[config.mk]
export PLATFORM = sky130hd
export DESIGN_NAME = systolic_output_deskew
export DESIGN_NICKNAME = d
export VERILOG_FILES = /design/src/rtl/systolic_output_deskew.sv
export SDC_FILE = /design/constraint.sdc
export NUM_CORES = 2
export LEC_CHECK = 0
export ABC_AREA = 1
export CAP_MARGIN = 5
export CELL_PAD_IN_SITES_DETAIL_PLACEMENT = 0
export CELL_PAD_IN_SITES_GLOBAL_PLACEMENT = 1
export CORE_MARGIN = 2
export CORE_UTILIZATION = 45
export DETAILED_ROUTE_END_ITERATION = 8
export GPL_TIMING_DRIVEN = 0
export PLACE_DENSITY = 0.87
export SLEW_MARGIN = 20
export SYNTH_ARGS = -nofsm -noshare
export SYNTH_HDL_FRONTEND = slang
export SYNTH_SLANG_ARGS = --single-unit
[constraint.sdc]
create_clock -name clk -period 20.5 [get_ports clk]
set_clock_uncertainty 0.1 [all_clocks]
set_input_delay 5.125 -clock clk [delete_from_list [all_inputs] [get_ports clk]]
set_output_delay 5.125 -clock clk [all_outputs]
set_load 0.01 [all_outputs]
[src/rtl/systolic_output_deskew.sv]
// Realigns the skewed per-column results of a systolic array into whole rows
// and buffers them in a small FIFO for a ready/valid consumer, one tile at a time.
module systolic_output_deskew #(
    parameter int unsigned ACC_WIDTH  = 32,
    parameter int unsigned COLS       = 8,
    parameter int unsigned ROWS       = 8,
    parameter int unsigned FIFO_DEPTH = 8
) (
    input  logic                                clk,
    input  logic                                rst_n,
    input  logic                                start,
    input  logic [COLS-1:0]                     in_valid,
    input  logic signed [ACC_WIDTH*COLS-1:0]    C_in,
    output logic                                out_valid,
    input  logic                                out_ready,
    output logic signed [ACC_WIDTH*COLS-1:0]    C_out,
    output logic                                out_last,
    output logic                                busy,
    output logic                                done,
    output logic                                overflow,
    output logic                                misalign
);

    localparam int unsigned ROW_BITS = ACC_WIDTH * COLS;
    localparam int unsigned PTR_W    = $clog2(FIFO_DEPTH);
    localparam int unsigned CNT_W    = $clog2(FIFO_DEPTH + 1);
    localparam int unsigned RC_W     = $clog2(ROWS + 1);

    typedef enum logic [1:0] {
        IDLE    = 2'd0,
        COLLECT = 2'd1,
        DRAIN   = 2'd2
    } state_t;

    state_t state, state_n;

    logic [ROW_BITS-1:0] tap_data;
    logic [COLS-1:0]     tap_vld;
    logic [ROW_BITS-1:0] al_data;
    logic [COLS-1:0]     al_vld;

    // Column j sits COLS-j registers deep so that all columns of a row meet at the taps
    for (genvar j = 0; j < COLS; j++) begin : g_col
        localparam int unsigned DEPTH = COLS - j;
        logic [ACC_WIDTH-1:0] dl_data [DEPTH];
        logic [DEPTH-1:0]     dl_vld;

        always_ff @(posedge clk or negedge rst_n) begin
            if (!rst_n) begin
                for (int k = 0; k < DEPTH; k++) dl_data[k] <= '0;
                dl_vld <= '0;
            end else begin
                dl_data[0] <= C_in[j*ACC_WIDTH +: ACC_WIDTH];
                dl_vld[0]  <= in_valid[j];
                for (int k = 1; k < DEPTH; k++) begin
                    dl_data[k] <= dl_data[k-1];
                    dl_vld[k]  <= dl_vld[k-1];
                end
            end
        end

        assign tap_data[j*ACC_WIDTH +: ACC_WIDTH] = dl_data[DEPTH-1];
        assign tap_vld[j]                         = dl_vld[DEPTH-1];
    end

    always_ff @(posedge clk or negedge rst_n) begin
        if (!rst_n) begin
            al_data <= '0;
            al_vld  <= '0;
        end else begin
            al_data <= tap_data;
            al_vld  <= tap_vld;
        end
    end

    logic [ROW_BITS-1:0] mem [FIFO_DEPTH];
    logic [PTR_W-1:0]    wr_ptr, rd_ptr, rd_ptr_n;
    logic [CNT_W-1:0]    cnt, cnt_n;
    logic [RC_W-1:0]     wr_cnt, rd_cnt, rd_cnt_n;
    logic [ROW_BITS-1:0] head_n;
    logic                full, pop;
    logic                row_evt, wr_en, ovf_set, mis_set, clr, last_acc;

    assign full = (cnt == CNT_W'(FIFO_DEPTH));
    assign pop  = out_valid && out_ready;

    always_ff @(posedge clk or negedge rst_n) begin
        if (!rst_n) state <= IDLE;
        else        state <= state_n;
    end

    always_comb begin
        state_n = state;
        case (state)
            IDLE:    if (clr) state_n = COLLECT;
            COLLECT: if (row_evt && wr_cnt == RC_W'(ROWS - 1)) state_n = DRAIN;
            DRAIN:   if (last_acc) state_n = IDLE;
            default: state_n = IDLE;
        endcase
    end

    // Control strobes; a full row arriving with the FIFO full only lands if the head leaves the same cycle
    always_comb begin
        clr      = 1'b0;
        row_evt  = 1'b0;
        mis_set  = 1'b0;
        last_acc = 1'b0;
        case (state)
            IDLE:    clr = start;
            COLLECT: begin
                row_evt = &al_vld;
                mis_set = (|al_vld) && !(&al_vld);
            end
            DRAIN:   last_acc = pop && out_last;
            default: ;
        endcase
        wr_en   = row_evt && (!full || pop);
        ovf_set = row_evt && full && !pop;
    end

    always_comb begin
        rd_ptr_n = pop ? PTR_W'(rd_ptr + 1'b1) : rd_ptr;
        cnt_n    = CNT_W'(cnt + CNT_W'(wr_en) - CNT_W'(pop));
        rd_cnt_n = clr ? '0 : (pop ? RC_W'(rd_cnt + 1'b1) : rd_cnt);
        head_n   = mem[rd_ptr_n];
        if (wr_en && wr_ptr == rd_ptr_n) head_n = al_data;
        if (cnt_n == '0) head_n = '0;
    end

    always_ff @(posedge clk) begin
        if (wr_en) mem[wr_ptr] <= al_data;
    end

    always_ff @(posedge clk or negedge rst_n) begin
        if (!rst_n) begin
            wr_ptr    <= '0;
            rd_ptr    <= '0;
            cnt       <= '0;
            wr_cnt    <= '0;
            rd_cnt    <= '0;
            out_valid <= 1'b0;
            out_last  <= 1'b0;
            C_out     <= '0;
            busy      <= 1'b0;
            done      <= 1'b0;
            overflow  <= 1'b0;
            misalign  <= 1'b0;
        end else begin
            if (wr_en) wr_ptr <= PTR_W'(wr_ptr + 1'b1);
            rd_ptr    <= rd_ptr_n;
            cnt       <= cnt_n;
            rd_cnt    <= rd_cnt_n;
            if (clr)          wr_cnt <= '0;
            else if (row_evt) wr_cnt <= RC_W'(wr_cnt + 1'b1);
            out_valid <= (cnt_n != '0);
            out_last  <= (cnt_n != '0) && (rd_cnt_n == RC_W'(ROWS - 1));
            C_out     <= head_n;
            busy      <= (state_n != IDLE);
            done      <= last_acc;
            overflow  <= clr ? 1'b0 : (overflow || ovf_set);
            misalign  <= clr ? 1'b0 : (misalign || mis_set);
        end
    end

endmodule
# Yosys cells after proc, flatten, opt, wreduce, memory -nomap -nowiden
# Memories as Yosys holds them, arrays and structs flattened.
# Index checks and enable logic that the tools add are counted.
[word_totals]
out_inout_bits = 262
mem_count = 1
rom_bits = 0
elab_cells = 113
inputBits = 268
ram_bits = 2048
regBits = 1734
latch_bits = 0
[mem_list]
columns = ["name", "depth", "word_bits", "rd", "rd_clocked_by_memory_dff", "write_ports", "line", "source"]
rows = [
  ["mem", 8, 256, 1, 0, 1, "76", "logic [ROW_BITS-1:0] mem [FIFO_DEPTH];"],
]
[op_classes]
reduce_logical = 22
n_addsub = 6
shift = 0
order_cmp = 0
div_mod_pow = 0
bitwise = 0
mux = 19
n_mul = 0
n_eq_ne = 6
[op_table]
columns = ["op", "count"]
rows = [
  ["$mux W256", 2],
  ["$mux W4", 4],
  ["$logic_and A1 B1 Y1", 9],
  ["$add A4 B1 Y4 const B", 2],
  ["$eq A4 B3 Y1 const B", 2],
  ["$mux W1", 8],
  ["$reduce_and A8 Y1", 1],
  ["$reduce_or A8 Y1", 1],
  ["$add A3 B1 Y3 const B", 2],
  ["$mux W2", 3],
  ["$pmux W2 S3", 1],
  ["$add A4 B1 Y4", 1],
  ["$eq A4 B4 Y1 const B", 1],
  ["$logic_not A4 Y1", 1],
  ["$reduce_bool A2 Y1", 2],
  ["$reduce_bool A4 Y1", 1],
  ["$sub A4 B1 Y4", 1],
  ["$eq A3 B3 Y1", 1],
  ["$logic_not A1 Y1", 3],
  ["$logic_or A1 B1 Y1", 3],
  ["$mux W3", 1],
  ["$eq A2 B1 Y1 const B", 1],
  ["$eq A2 B2 Y1 const B", 1],
  ["$logic_not A2 Y1", 1],
]

# Longest topological paths before layout
[logic_depth]
word_depth = 8
depth_mapped = 20
ltp_nobuf = 15

# Worst setup path after synthesis
# Ideal clock, no wire load.
[synth_path]
path_kind = "input to register"
start = "input port out_ready"
end = "memory mem[0][0] in the netlist's numbering, enable pin"
n_path_buf = 4
cell_stages = 10
arrival_time_ns = 23.374
required_ns = 19.214
path_slack_ns = -4.160
path_cell_list = "buf_4 nand2_4 nand3_1 nor2_1 nor2_1 buf_4 buf_4 buf_4 nand2_1 nor3_1"
[synth_between]
elab_chain_len = 5
[synth_rtl]
columns = ["item", "line", "source"]
rows = [
  ["start, declared", "15", "input logic out_ready,"],
  ["$logic_and A1 B1 Y1", "85", "assign pop = out_valid && out_ready;"],
  ["$logic_or A1 B1 Y1", "117", "wr_en = row_evt && (!full || pop);"],
  ["$logic_and A1 B1 Y1", "117", ""],
  ["$mux W1", "131", "if (wr_en) mem[wr_ptr] <= al_data;"],
  ["$mux W1 (not written as such)", "131", ""],
  ["end, declared", "76", ""],
]
# Every way passes these cells.

# Worst setup path in the final report
[layout_path]
start = "input port out_ready"
end = "register C_out[113]"
[layout_between]
elab_chain_len = 7
elab_cells_between_ends = 12
cone_classes = "2 x add/sub; 1 x eq/ne; 3 x mux; 5 x reduce/logical; 1 x memory"
[layout_rtl]
columns = ["item", "line", "source"]
rows = [
  ["$logic_and A1 B1 Y1 *", "85", ""],
  ["$logic_or A1 B1 Y1", "117", ""],
  ["$logic_and A1 B1 Y1", "117", ""],
  ["$add A4 B1 Y4", "123", "cnt_n = CNT_W'(cnt + CNT_W'(wr_en) - CNT_W'(pop));"],
  ["$sub A4 B1 Y4 *", "123", ""],
  ["net cnt_n[1]", "78", "logic [CNT_W-1:0] cnt, cnt_n;"],
  ["$logic_not A4 Y1 *", "127", "if (cnt_n == '0) head_n = '0;"],
  ["$mux W256 *", "127", ""],
  ["net head_n[113]", "80", "logic [ROW_BITS-1:0] head_n;"],
  ["end signal, assigned", "157", "C_out <= head_n;"],
  ["end, declared", "16", "output logic signed [ACC_WIDTH*COLS-1:0] C_out,"],
]
# The timed path passes the listed nets; every way through them passes the cells marked *.
# A chain may end at the register's enable or synchronous reset.

==> results.json <==
{
  "syn_nets": 9999,
  "worst_pin_slew_ps": 986,
  "synth_top_area_share": 0.470,
  "rows": 197,
  "cts_root_buf": "clkbuf_16",
  "p_leak_uw": 0.0645,
  "via_per_inst": 5.27,
  "r2r-start": "out_valid",
  "start_util": 0.453,
  "synth_most_common_cell": "nand2_1",
  "nNetsFinal": 11200,
  "synth-edff-count": 2048,
  "ys.flop_type": "edfxtp_1",
  "cp_data_arrival_time_ps": 10250,
  "synthDistinctLibCells": 30,
  "dieArea_mm2": 0.295,
  "hold_buffers": 0,
  "hp-class": "flip-flop to flip-flop",
  "ant_nets": 0,
  "cts_sinks": 3782,
  "cp-start-kind": "input port",
  "synth_cells": 9722,
  "synth_top_area_cell": "edfxtp_1",
  "period_share": 0.471,
  "portBuffers": 528,
  "ys_ff_latch": 3782,
  "grt_antenna_before_repair": 38,
  "power_per_cell_area_mw_per_mm2": 137,
  "wl_per_cell_um": 22.5,
  "finalHoldViolations": 0,
  "ys_top_cells_by_area": "edfxtp_1 (47%), dfrtp_1 (33%), nand2_1 (7.0%)",
  "fillerInstances": 22600,
  "utilization": 0.543,
  "post_cts_resized": 0,
  "groute.usage.overall": 0.229,
  "async_reset_ff_frac": 0.458,
  "fp.dieW_um": 543,
  "routed_wl_um": 341000,
  "synth_warnings": 0,
  "cp-end-kind": "flip-flop",
  "post-cts-setup-buffers": 0,
  "clock_latency_ps": 940,
  "drc": 0,
  "gp_congestion": 0.834,
  "required_ps": 21110,
  "outcome": "completed",
  "core_mm2": 0.289,
  "drtIter0Drc": 9316,
  "setup.worst_path.start": "out_ready",
  "syn_area_per_cell_um2": 13.4,
  "die_y_um": 543,
  "synth_common_cells": "nand2_1 (2,453), edfxtp_1 (2,048), dfrtp_1 (1,734), nand3_1 (1,692), nor2_1 (642)",
  "htreeDepth": 5,
  "grt_max_degree": 165,
  "relSlewSlack": 0.343,
  "syn_area_mm2": 0.131,
  "fin_area_mm2": 0.157,
  "placed_area_mm2": 0.144,
  "critical_path_class": "input port to flip-flop",
  "ys_seq_area_frac": 0.802,
  "maxCapViolCount": 0,
  "cp_max_fo": 10,
  "whs_ps": 202,
  "io-pin-count": 530,
  "cts_buffers": 375,
  "period_minus_slack_ps": 9650,
  "cts_buffer_depth": 4,
  "dp.cells": 14400,
  "post-dp-hpwl_um": 228000,
  "clkTransAtPathRegs_ps": 60,
  "setup_tns_ps": 0,
  "rsz0062_at_grt": "false",
  "tritoncts": "yes",
  "grt_pass1_wl_um": 504000,
  "setup_viol_count_final": 0,
  "fin_cells": 15200,
  "firstDrtPassIters": 6,
  "grt_pass1_vias": 80100,
  "grt_overflow_total": 0,
  "vdd_drop_max_uv": 83.7,
  "drive_above_1_share": 0.116,
  "hold_start": "g_col[5].dl_data[18]",
  "syn_to_final_growth_pct": 19.8,
  "clock.fmax_mhz": 104,
  "timing.final.max_slew_violations": 0,
  "vias": 80000
}
[area by class of cell]
cell class | instances | area, um^2 | area share
diodes | 55 | 138 | 0.000879
plain buffers | 565 | 2720 | 0.0174
clock buffers | 501 | 10600 | 0.0679
clock inverters | 197 | 2280 | 0.0145
inverters | 281 | 1060 | 0.00675
multi-input cells | 5094 | 22100 | 0.141
flip-flops and latches | 3782 | 105000 | 0.670
well taps | 3880 | 4850 | 0.0310
repair buffers | 813 | 7890 | 0.0504
[per-stage QoR]
stage / power (uW) / setup WS [ps]
after floorplan: 11700 / -4160
after global placement: 14400 / -60650
after detailed placement: 14500 / 10030
after CTS: 21500 / 10990
after global routing: 22300 / 10730
final: 21400 / 10850
[sequential cells by signal, summed over array words and instances, names as in the netlist]
| register | count |
|---|---|
| state | 2 |
| g_col.dl_data | 1152 |
| busy | 1 |
| overflow | 1 |
| C_out | 256 |
| al_vld | 8 |
| misalign | 1 |
| mem | 2048 |
| out_last | 1 |
| cnt | 4 |
| done | 1 |
| rd_ptr | 3 |
| al_data | 256 |
| wr_ptr | 3 |
| g_col.dl_vld | 36 |
| rd_cnt | 4 |
| wr_cnt | 4 |
| out_valid | 1 |
[cell usage in the layout (no fill, tap or decap), drive strengths merged, types with 2 or more instances in the layout]
cell / n
nand2: 2456
edfxtp: 2048
dfrtp: 1734
nand3: 1695
buf: 715
nor2: 643
clkbuf: 637
clkdlybuf4s50: 527
inv: 293
nand4: 260
clkinv: 141
diode: 55
bufinv: 30
clkinvlp: 14
nor3: 11
ha: 8
a21oi: 5
xor2: 5
o21ai: 3
nor4: 2
[worst max-delay path, stage by stage]
cell and delay [ps]:
buf_4 150, nand2_4 150, nand3_1 100, nor2_1 440, nor2_1 160, buf_4 260, buf_4 280, buf_4 230
nand2_1 70, nand2_1 50, ha_1 200, inv_1 80, fa_1 430, inv_1 90, nor2_1 40, nand2_1 560
buf_4 400, clkbuf_1 520, nand2_1 120, nor2_1 740
[logic make-up (layout without fill, tap and decap cells)]
kind of cell	Yosys count	in the layout	synth area share
AND/OR/NAND/NOR	5069	5069	0.167
adder cells (fa/ha/maj)	9	9	0.000919
buffers and inverters	846	2357	0.0288
other	0	55	0
AO/OA/AOI/OAI	10	10	0.000421
XOR/XNOR	6	6	0.000402
flip-flops	3782	3782	0.802
[final timing paths]
check | endpoint | slack, ps | depth (start not counted)
max | C_out[113] | 10850 | 20
min | al_data[178] | 200 | 0
max reg2reg | C_out[113] | 14430 | 20
min reg2reg | al_data[178] | 200 | 0
max in group asynchronous | al_data[210] | 12180 | 7
min in group asynchronous | g_col[1].dl_data[121] | 3980 | 1
[power breakdown]
part / switching (uW) / leakage [uW] / internal, uW
combinational: 3990 / 0.0195 / 1710
sequential: 259 / 0.0387 / 8470
clock: 2950 / 0.00631 / 4070
[layer usage]
metal / GRT usage / wire, um / part of all wire / vias up
li1: - / - / - / 35600
met1: 0.310 / 135000 / 0.40 / 39500
met2: 0.346 / 154000 / 0.45 / 4145
met3: 0.0453 / 31200 / 0.092 / 783
met4: 0.130 / 20600 / 0.060 / 2
met5: 0 / 13 / 0.000038 / -
Power figures use the tool's default switching activity.
